`src/rtl/hazard_pkg.sv`:
```
// hazard_pkg
//   Shared types and helpers for the pipeline hazard controller and its
//   destination tracker.
//   - fwd_sel_t    : operand-forwarding select encoding driven to ID
//   - hz_state_t   : controller FSM states
//   - trk_ctrl_t   : per-stage control for the destination tracker
//   - dest_entry_t : one tracked destination {w, we, load}
//   - entry_valid / entry_hit : register-0-aware match helpers
package hazard_pkg;

  // Register indices are carried at this fixed width inside the tracker so the
  // struct can live in the package. Narrower REG_W values are zero-extended on
  // entry, which preserves equality comparisons.
  localparam int HZ_REG_W_MAX = 8;

  typedef logic [HZ_REG_W_MAX-1:0] reg_idx_t;

  typedef enum logic [1:0] {
    FWD_RF = 2'b00,
    FWD_EX = 2'b01,
    FWD_DM = 2'b10
  } fwd_sel_t;

  typedef enum logic [0:0] {
    RUN     = 1'b0,
    MD_WAIT = 1'b1
  } hz_state_t;

  typedef enum logic [1:0] {
    TRK_LOAD   = 2'b00,
    TRK_BUBBLE = 2'b01,
    TRK_HOLD   = 2'b10
  } trk_ctrl_t;

  typedef struct packed {
    reg_idx_t w;
    logic     we;
    logic     load;
  } dest_entry_t;

  localparam dest_entry_t DEST_BUBBLE = '0;

  // An entry only counts as a pending write when it really writes and the
  // target is not the hardwired zero register.
  function automatic logic entry_valid(input dest_entry_t e);
    return e.we && (e.w != '0);
  endfunction

  // True when a source that is actually read matches a pending write.
  function automatic logic entry_hit(input dest_entry_t e,
                                     input logic        use_src,
                                     input reg_idx_t    req);
    return use_src && entry_valid(e) && (req == e.w);
  endfunction

endpackage

```
`src/rtl/hazard_dest_tracker.sv`:
```
// hazard_dest_tracker
//   Holds the destination entries of the instructions currently in EX and DM.
//   Each stage can load, take a bubble, or hold, under control of the hazard
//   controller FSM. DM always loads from the current EX entry.
//   Ports:
//     i_clk, i_rst_n : clock, asynchronous active-low reset
//     i_ex_ctrl      : EX entry control (load i_ex_next / bubble / hold)
//     i_dm_ctrl      : DM entry control (load EX entry / bubble / hold)
//     i_ex_next      : entry describing the ID instruction advancing into EX
//     o_ex, o_dm     : current EX and DM entries
module hazard_dest_tracker
  import hazard_pkg::*;
(
  input  logic        i_clk,
  input  logic        i_rst_n,
  input  trk_ctrl_t   i_ex_ctrl,
  input  trk_ctrl_t   i_dm_ctrl,
  input  dest_entry_t i_ex_next,
  output dest_entry_t o_ex,
  output dest_entry_t o_dm
);

  dest_entry_t r_ex;
  dest_entry_t r_dm;

  // EX entry: takes the ID instruction, a bubble, or keeps the instruction
  // that is still occupying EX (multi-cycle mult/div).
  always_ff @(posedge i_clk or negedge i_rst_n) begin
    if (!i_rst_n) begin
      r_ex <= DEST_BUBBLE;
    end else begin
      case (i_ex_ctrl)
        TRK_LOAD:   r_ex <= i_ex_next;
        TRK_BUBBLE: r_ex <= DEST_BUBBLE;
        default:    r_ex <= r_ex;
      endcase
    end
  end

  // DM entry: advances from the pre-edge EX entry, or is bubbled while EX is
  // held so the held instruction is not counted twice.
  always_ff @(posedge i_clk or negedge i_rst_n) begin
    if (!i_rst_n) begin
      r_dm <= DEST_BUBBLE;
    end else begin
      case (i_dm_ctrl)
        TRK_LOAD:   r_dm <= r_ex;
        TRK_BUBBLE: r_dm <= DEST_BUBBLE;
        default:    r_dm <= r_dm;
      endcase
    end
  end

  assign o_ex = r_ex;
  assign o_dm = r_dm;

endmodule

```
`src/rtl/pipeline_hazard_controller.sv`:
```
// pipeline_hazard_controller
//   Central hazard controller for the 5-stage pipeline. Owns every stall and
//   flush decision: load-use stalls, taken-branch flushes and multi-cycle
//   mult/div occupancy of EX. Also drives the ID operand-forwarding selects.
//   Parameters:
//     MD_LATENCY : cycles a mult/div occupies EX (>= 1)
//     REG_W      : register index width (<= HZ_REG_W_MAX)
//   Ports:
//     i_clk, i_rst_n              : clock, asynchronous active-low reset
//     i_id_req_a/b, i_id_use_a/b  : ID source indices and read qualifiers
//     i_id_req_w, i_id_we         : ID destination index and write enable
//     i_id_is_load, i_id_is_md    : ID instruction class
//     i_ex_branch_taken           : branch resolved taken in EX
//     o_pc_en, o_ifid_en, o_idex_en : pipeline-register enables
//     o_ifid_flush, o_idex_bubble, o_exdm_bubble : bubble/flush controls
//     o_fwd_a, o_fwd_b            : 00 regfile, 01 EX result, 10 DM result
//     o_md_busy                   : controller is waiting on mult/div
module pipeline_hazard_controller
  import hazard_pkg::*;
#(
  parameter int MD_LATENCY = 4,
  parameter int REG_W      = 5
) (
  input  logic             i_clk,
  input  logic             i_rst_n,
  input  logic [REG_W-1:0] i_id_req_a,
  input  logic [REG_W-1:0] i_id_req_b,
  input  logic             i_id_use_a,
  input  logic             i_id_use_b,
  input  logic [REG_W-1:0] i_id_req_w,
  input  logic             i_id_we,
  input  logic             i_id_is_load,
  input  logic             i_id_is_md,
  input  logic             i_ex_branch_taken,
  output logic             o_pc_en,
  output logic             o_ifid_en,
  output logic             o_idex_en,
  output logic             o_ifid_flush,
  output logic             o_idex_bubble,
  output logic             o_exdm_bubble,
  output logic [1:0]       o_fwd_a,
  output logic [1:0]       o_fwd_b,
  output logic             o_md_busy
);

  // The counter holds the remaining MD_WAIT cycles minus one, so its largest
  // value is MD_LATENCY-2; keep at least one bit for the MD_LATENCY=1 build.
  localparam int CNT_W = (MD_LATENCY > 1) ? $clog2(MD_LATENCY) : 1;
  localparam logic [CNT_W-1:0] CNT_INIT =
    CNT_W'((MD_LATENCY > 1) ? (MD_LATENCY - 2) : 0);

  hz_state_t        r_state;
  hz_state_t        w_next_state;
  logic [CNT_W-1:0] r_cnt;
  logic [CNT_W-1:0] w_next_cnt;

  dest_entry_t w_ex;
  dest_entry_t w_dm;
  dest_entry_t w_ex_next;
  trk_ctrl_t   w_ex_ctrl;
  trk_ctrl_t   w_dm_ctrl;

  reg_idx_t    w_req_a;
  reg_idx_t    w_req_b;
  fwd_sel_t    w_fwd_a;
  fwd_sel_t    w_fwd_b;
  logic        w_load_use;

  logic        w_pc_en;
  logic        w_ifid_en;
  logic        w_idex_en;
  logic        w_ifid_flush;
  logic        w_idex_bubble;
  logic        w_exdm_bubble;
  logic        w_md_busy;

  assign w_req_a   = reg_idx_t'(i_id_req_a);
  assign w_req_b   = reg_idx_t'(i_id_req_b);
  assign w_ex_next = '{w: reg_idx_t'(i_id_req_w), we: i_id_we, load: i_id_is_load};

  hazard_dest_tracker u_tracker (
    .i_clk     (i_clk),
    .i_rst_n   (i_rst_n),
    .i_ex_ctrl (w_ex_ctrl),
    .i_dm_ctrl (w_dm_ctrl),
    .i_ex_next (w_ex_next),
    .o_ex      (w_ex),
    .o_dm      (w_dm)
  );

  // Operand forwarding is purely combinational and active in every state.
  // EX is checked first because it holds the younger producer.
  always_comb begin
    w_fwd_a = FWD_RF;
    if (entry_hit(w_ex, i_id_use_a, w_req_a)) begin
      w_fwd_a = FWD_EX;
    end else if (entry_hit(w_dm, i_id_use_a, w_req_a)) begin
      w_fwd_a = FWD_DM;
    end

    w_fwd_b = FWD_RF;
    if (entry_hit(w_ex, i_id_use_b, w_req_b)) begin
      w_fwd_b = FWD_EX;
    end else if (entry_hit(w_dm, i_id_use_b, w_req_b)) begin
      w_fwd_b = FWD_DM;
    end
  end

  // A load in EX cannot forward its result yet, so any real read of its
  // destination from ID must wait one cycle.
  assign w_load_use = w_ex.load &&
                      (entry_hit(w_ex, i_id_use_a, w_req_a) ||
                       entry_hit(w_ex, i_id_use_b, w_req_b));

  // Stall/flush sequencing. In RUN a taken branch beats a load-use stall,
  // which beats normal issue; a mult/div entering EX only starts the wait
  // when it was not squashed by a flush. In MD_WAIT the front of the pipe is
  // frozen, EX holds the mult/div and DM receives bubbles; branches cannot
  // resolve here because EX is occupied, so the branch input is ignored.
  always_comb begin
    w_next_state  = r_state;
    w_next_cnt    = r_cnt;
    w_pc_en       = 1'b1;
    w_ifid_en     = 1'b1;
    w_idex_en     = 1'b1;
    w_ifid_flush  = 1'b0;
    w_idex_bubble = 1'b0;
    w_exdm_bubble = 1'b0;
    w_md_busy     = 1'b0;
    w_ex_ctrl     = TRK_LOAD;
    w_dm_ctrl     = TRK_LOAD;

    case (r_state)
      RUN: begin
        if (i_ex_branch_taken) begin
          w_ifid_flush  = 1'b1;
          w_idex_bubble = 1'b1;
          w_ex_ctrl     = TRK_BUBBLE;
        end else if (w_load_use) begin
          w_pc_en       = 1'b0;
          w_ifid_en     = 1'b0;
          w_idex_bubble = 1'b1;
          w_ex_ctrl     = TRK_BUBBLE;
        end else if (i_id_is_md && (MD_LATENCY > 1)) begin
          w_next_state = MD_WAIT;
          w_next_cnt   = CNT_INIT;
        end
      end
      MD_WAIT: begin
        w_pc_en       = 1'b0;
        w_ifid_en     = 1'b0;
        w_idex_en     = 1'b0;
        w_exdm_bubble = 1'b1;
        w_md_busy     = 1'b1;
        w_ex_ctrl     = TRK_HOLD;
        w_dm_ctrl     = TRK_BUBBLE;
        if (r_cnt == '0) begin
          w_next_state = RUN;
        end else begin
          w_next_cnt = r_cnt - CNT_W'(1);
        end
      end
      default: begin
        w_next_state = RUN;
      end
    endcase
  end

  // FSM state and wait counter; reset aborts any wait in progress.
  always_ff @(posedge i_clk or negedge i_rst_n) begin
    if (!i_rst_n) begin
      r_state <= RUN;
      r_cnt   <= '0;
    end else begin
      r_state <= w_next_state;
      r_cnt   <= w_next_cnt;
    end
  end

  assign o_pc_en       = w_pc_en;
  assign o_ifid_en     = w_ifid_en;
  assign o_idex_en     = w_idex_en;
  assign o_ifid_flush  = w_ifid_flush;
  assign o_idex_bubble = w_idex_bubble;
  assign o_exdm_bubble = w_exdm_bubble;
  assign o_fwd_a       = w_fwd_a;
  assign o_fwd_b       = w_fwd_b;
  assign o_md_busy     = w_md_busy;

endmodule
```
`config.mk`:
```
export PLATFORM = sky130hd
export DESIGN_NAME = pipeline_hazard_controller
export DESIGN_NICKNAME = d
export VERILOG_FILES = /design/src/rtl/hazard_pkg.sv /design/src/rtl/hazard_dest_tracker.sv /design/src/rtl/pipeline_hazard_controller.sv
export SDC_FILE = /design/constraint.sdc
export NUM_CORES = 1
export LEC_CHECK = 0
export ABC_AREA = 1
export BUFFER_PORTS_ARGS = -buffer_cell sky130_fd_sc_hd__buf_4
export CELL_PAD_IN_SITES_DETAIL_PLACEMENT = 1
export CELL_PAD_IN_SITES_GLOBAL_PLACEMENT = 1
export CORE_AREA = 5 5 60 62
export CTS_BUF_LIST = sky130_fd_sc_hd__clkbuf_2 sky130_fd_sc_hd__clkbuf_4 sky130_fd_sc_hd__clkbuf_8
export CTS_CLUSTER_DIAMETER = 80
export CTS_CLUSTER_SIZE = 8
export DETAILED_ROUTE_END_ITERATION = 6
export DIE_AREA = 0 0 65 67
export PLACE_DENSITY = 0.82
export SETUP_SLACK_MARGIN = 0.2
export SLEW_MARGIN = 30
export SYNTH_ARGS = -nofsm -noshare
export SYNTH_HDL_FRONTEND = slang
export SYNTH_SLANG_ARGS = --single-unit
```
`constraint.sdc`:
```
create_clock -name i_clk -period 1.8 [get_ports i_clk]
set_input_delay 0.18 -clock i_clk [delete_from_list [all_inputs] [get_ports i_clk]]
set_output_delay 0.18 -clock i_clk [all_outputs]
set_load 0.02 [all_outputs]
```
==> summary.txt <==
Run status
  – Outcome: complete, but fails checks
  – Failing checks: setup timing

Power and ir drop
  – Leakage power: 0.000827 µW
  – Share of power burned in registers: 33.6%
  – Clk pwr share: 10.0%
  – Pint: 1020 µW
  – Worst VDD drop: 627 µV
  – PwrDens: 1270 nW/µm²
  – Psw: 877 µW
  – Switching part of the total: 46.3%
  – Comb power frac: 56.3%

Detailed routing
  – Met2 wire length: 1870 µm
  – Post-Route WL: 3510 µm
  – Met3 WL: 202 µm
  – Detailed-route via count: 1131
  – Top routing layer in use: met4
  – 1st-pass router iterations: 4
  – Met1 wire length: 1370 µm
  – DRC: 0
  – Via-to-Cell Ratio: 5.00
  – Iteration-0 DRC count of the detailed router: 39
  – Final antenna-violating net count: 0
  – Routed len/inst: 15.5 µm

Place
  – Post-DP HPWL: 2800 µm
  – Gpl congestion: 0.896
  – Worst slack at placement: 0.175 ns
  – I/O Buffers: 33

Min path
  – Hold Path Stages: 3
  – Worst Min Path Start: i_id_is_load
  – Worst Hold Path EP: u_tracker.o_ex[0]
  – Worst min path class: in -> reg

Setup path
  – CP Data Required Time: 1.62 ns
  – Reg2Reg Setup Slack: 0.14 ns
  – Cell count of the worst reg-to-reg path: 14
  – Crit-path cells: inv_2 -> nand2_1 -> nand2_1 -> inv_1 -> nand2_1 -> nor2_2 -> nand3_2 -> nand2_2 -> nand2_2 -> nand2_4 -> o21ai_4 -> buf_6
  – Worst EP arrival: 1.72 ns
  – Crit. End Element: output port
  – CP max FO: 4
  – Worst flop-to-flop path startpoint: u_tracker.o_ex[5]
  – Crit start category: flop
  – Worst path most repeated cell: nand2_1
  – Type of the worst setup path: reg -> out
  – RR Endpoint: u_tracker.o_ex[6]
  – Worst path max stage delay: 0.42 ns
  – CP max stage cell: dfrtp_1

Logic synthesis
  – Post-synthesis register bit count: 16
  – Post-synthesis sequential area ratio: 38.8%
  – Synth cell types: 24
  – Ys Warns: 0
  – Syn Area/Cell: 6.97 µm²
  – Synthesized cell area: 1030 µm²
  – Post-Synthesis Cells: 148
  – Net count after synthesis: 172

STA
  – Worst slew margin: 75.3%
  – Final hold vios: 0
  – Worst-Margin Slew: 0.371 ns
  – Hold WS: 0.0834 ns
  – RSZ-0062 raised after global routing: true
  – Setup-violating endpoint count in the final report: 4
  – Fin crit period: 1.90 ns
  – Clock Skew: 0.00162 ns
  – Final critical-path setup slack: -0.0954 ns
  – Setup TNS Final: -0.315 ns
  – Pins Over Slew Limit: 0
  – Final Cycle Share: 105%
  – Max Fclk: 0.528 GHz

Clock network
  – CTS sink cnt: 16
  – Clock Latency Late Sink: 0.28 ns
  – Clock Path Buffers: 2
  – CTS tree: done
  – Clock Pin Slew Worst Setup and Hold Paths: 0.09 ns
  – Clock root buffer: clkbuf_4
  – H-tree levels: 1
  – Total CTS buffers: 3

GRT
  – Grt ovf: 0
  – First-pass GRT wire length: 5650 µm
  – Largest net degree at the start of global routing: 17
  – Tot GR Track Use: 16.8%
  – Initial antenna violation count: 0
  – Number of global-route vias before repair: 1267

Finish
  – Antenna fix cells: 0
  – Register area: 402 µm²
  – Area of the multi-input gates: 562 µm²
  – Filler instances: 386
  – Area growth syn-to-layout: 45.1%
  – Layout cell share with drive strength beyond 1: 39.9%
  – Nets: 219
  – Final Core Density: 50.3%

Floorplanning
  – Ports: 34
  – CORE AREA: 2980 µm²
  – Total die area: 4360 µm²
  – Std cell rows: 20
  – Die height: 67 µm
  – Die width: 65 µm
  – Initial core utilization: 34.7%

Job
  – Max_cap viols: 0
## per-stage QoR
step                      instance area [µm²]  std cells  total power (µW)
after floorplan                          1040        148              1190
after global placement                   1320        213              1470
after detailed placement                 1320        213              1530
after CTS                                1430        221              1820
after global routing                     1500        226              2050
final                                    1500        226              1900
## cells by family after synthesis
| group | share of synthesized area (%) |
|---|---|
| AOI/OAI and AO/OA | 10.4 |
| xor gates and xnor gates | 4.24 |
| adders and majority gates | 1.21 |
| buffers and inverters | 12.4 |
| DFF | 38.8 |
| and+or+nand+nor | 33.0 |
## state kept, by name, summed over array words and instances (netlist names)
name            count
u_tracker.o_ex      7
u_tracker.o_dm      6
r_cnt               2
r_state             1
## cell usage in the layout (no fill, tap or decap)
cell type	netlist	layout
a21oi_2	1	2
buf_4	2	39
o41ai_2	0	1
inv_2	7	9
nand2_4	2	3
xnor2_1	1	1
nand3_1	4	3
dlygate4sd3_1	0	1
nor3_1	2	2
clkbuf_4	0	3
dfrtp_1	16	15
o22ai_1	4	4
inv_4	0	1
xor2_1	4	4
buf_6	0	5
nand3_2	1	2
nor3b_2	0	2
nor2_4	1	2
nand4_1	2	2
o21ai_4	0	1
dfrtp_2	0	1
ha_1	1	1
nand2_1	38	36
inv_1	22	19
nor2_2	1	2
nor2_1	19	17
nand2_2	3	4
o21ai_1	7	6
a21oi_1	6	5
## power groups by stage
| stage | clock network (µW) | registers (µW) | logic [µW] |
|---|---|---|---|
| after global routing | 212 | 656 | 1180 |
| final | 190 | 637 | 1070 |
| after floorplan | 0 | 596 | 597 |
| after CTS | 199 | 631 | 994 |
| after global placement | 0 | 614 | 859 |
| after detailed placement | 0 | 621 | 908 |
## Yosys cell counts (all sizes together)
cell / number / share of area [%]
a21oi: 7 / 3.8
buf: 2 / 1.5
clkbuf: 1 / 0.36
dfrtp: 16 / 39
ha: 1 / 1.2
inv: 29 / 11
nand2: 43 / 18
nand3: 5 / 2.9
nand4: 2 / 1.2
nor2: 21 / 8.6
nor3: 2 / 0.97
nor3b: 2 / 1.5
o21ai: 7 / 3.4
o22ai: 4 / 2.4
o41ai: 1 / 0.85
xnor2: 1 / 0.85
xor2: 4 / 3.4
## how the worst max path moves through the flow
stage,slack (ns),startpoint,to
6_report,-0.1,u_tracker.o_ex[5],o_ifid_en
5_1_grt,-0.24,u_tracker.o_ex[5],o_idex_bubble
4_1_cts,-0.06,u_tracker.o_ex[4],o_ifid_en
3_5_place_dp,0.18,u_tracker.o_ex[4],o_ifid_en
3_3_place_gp,0.23,u_tracker.o_ex[4],o_pc_en
2_1_floorplan,0.28,u_tracker.o_ex[4],o_pc_en
## timing repair
item | in CTS | in global routing
buffers inserted | 4 | 5
pin swaps | 8 | 11
setup endpoints to repair | 13 | 17
resized for setup | 12 | 10
hold buffers | 1 | 0
hold endpoints to repair | 16 | 0
## final cells by class
type / instances / area share (%)
multi-input cells: 100 / 37.5
flip-flops and latches: 16 / 26.8
repair buffers: 45 / 24.0
inverters: 29 / 7.44
well taps: 33 / 2.76
clock buffers: 3 / 1.50
## routing by layer
metal,global-route usage (%),up-vias
li1,-,545
met1,18.5,546
met2,32.3,34
met3,3.20,6
met4,5.01,0
met5,0,-
## critical path: cells and delay by family (launching register included)
kind	cells	cell delay [ns]
buf+inv	3	0.29
flops	1	0.42
compound gates	1	0.06
simple gates	8	0.64
No activity file was read; power rests on OpenSTA's default activity.
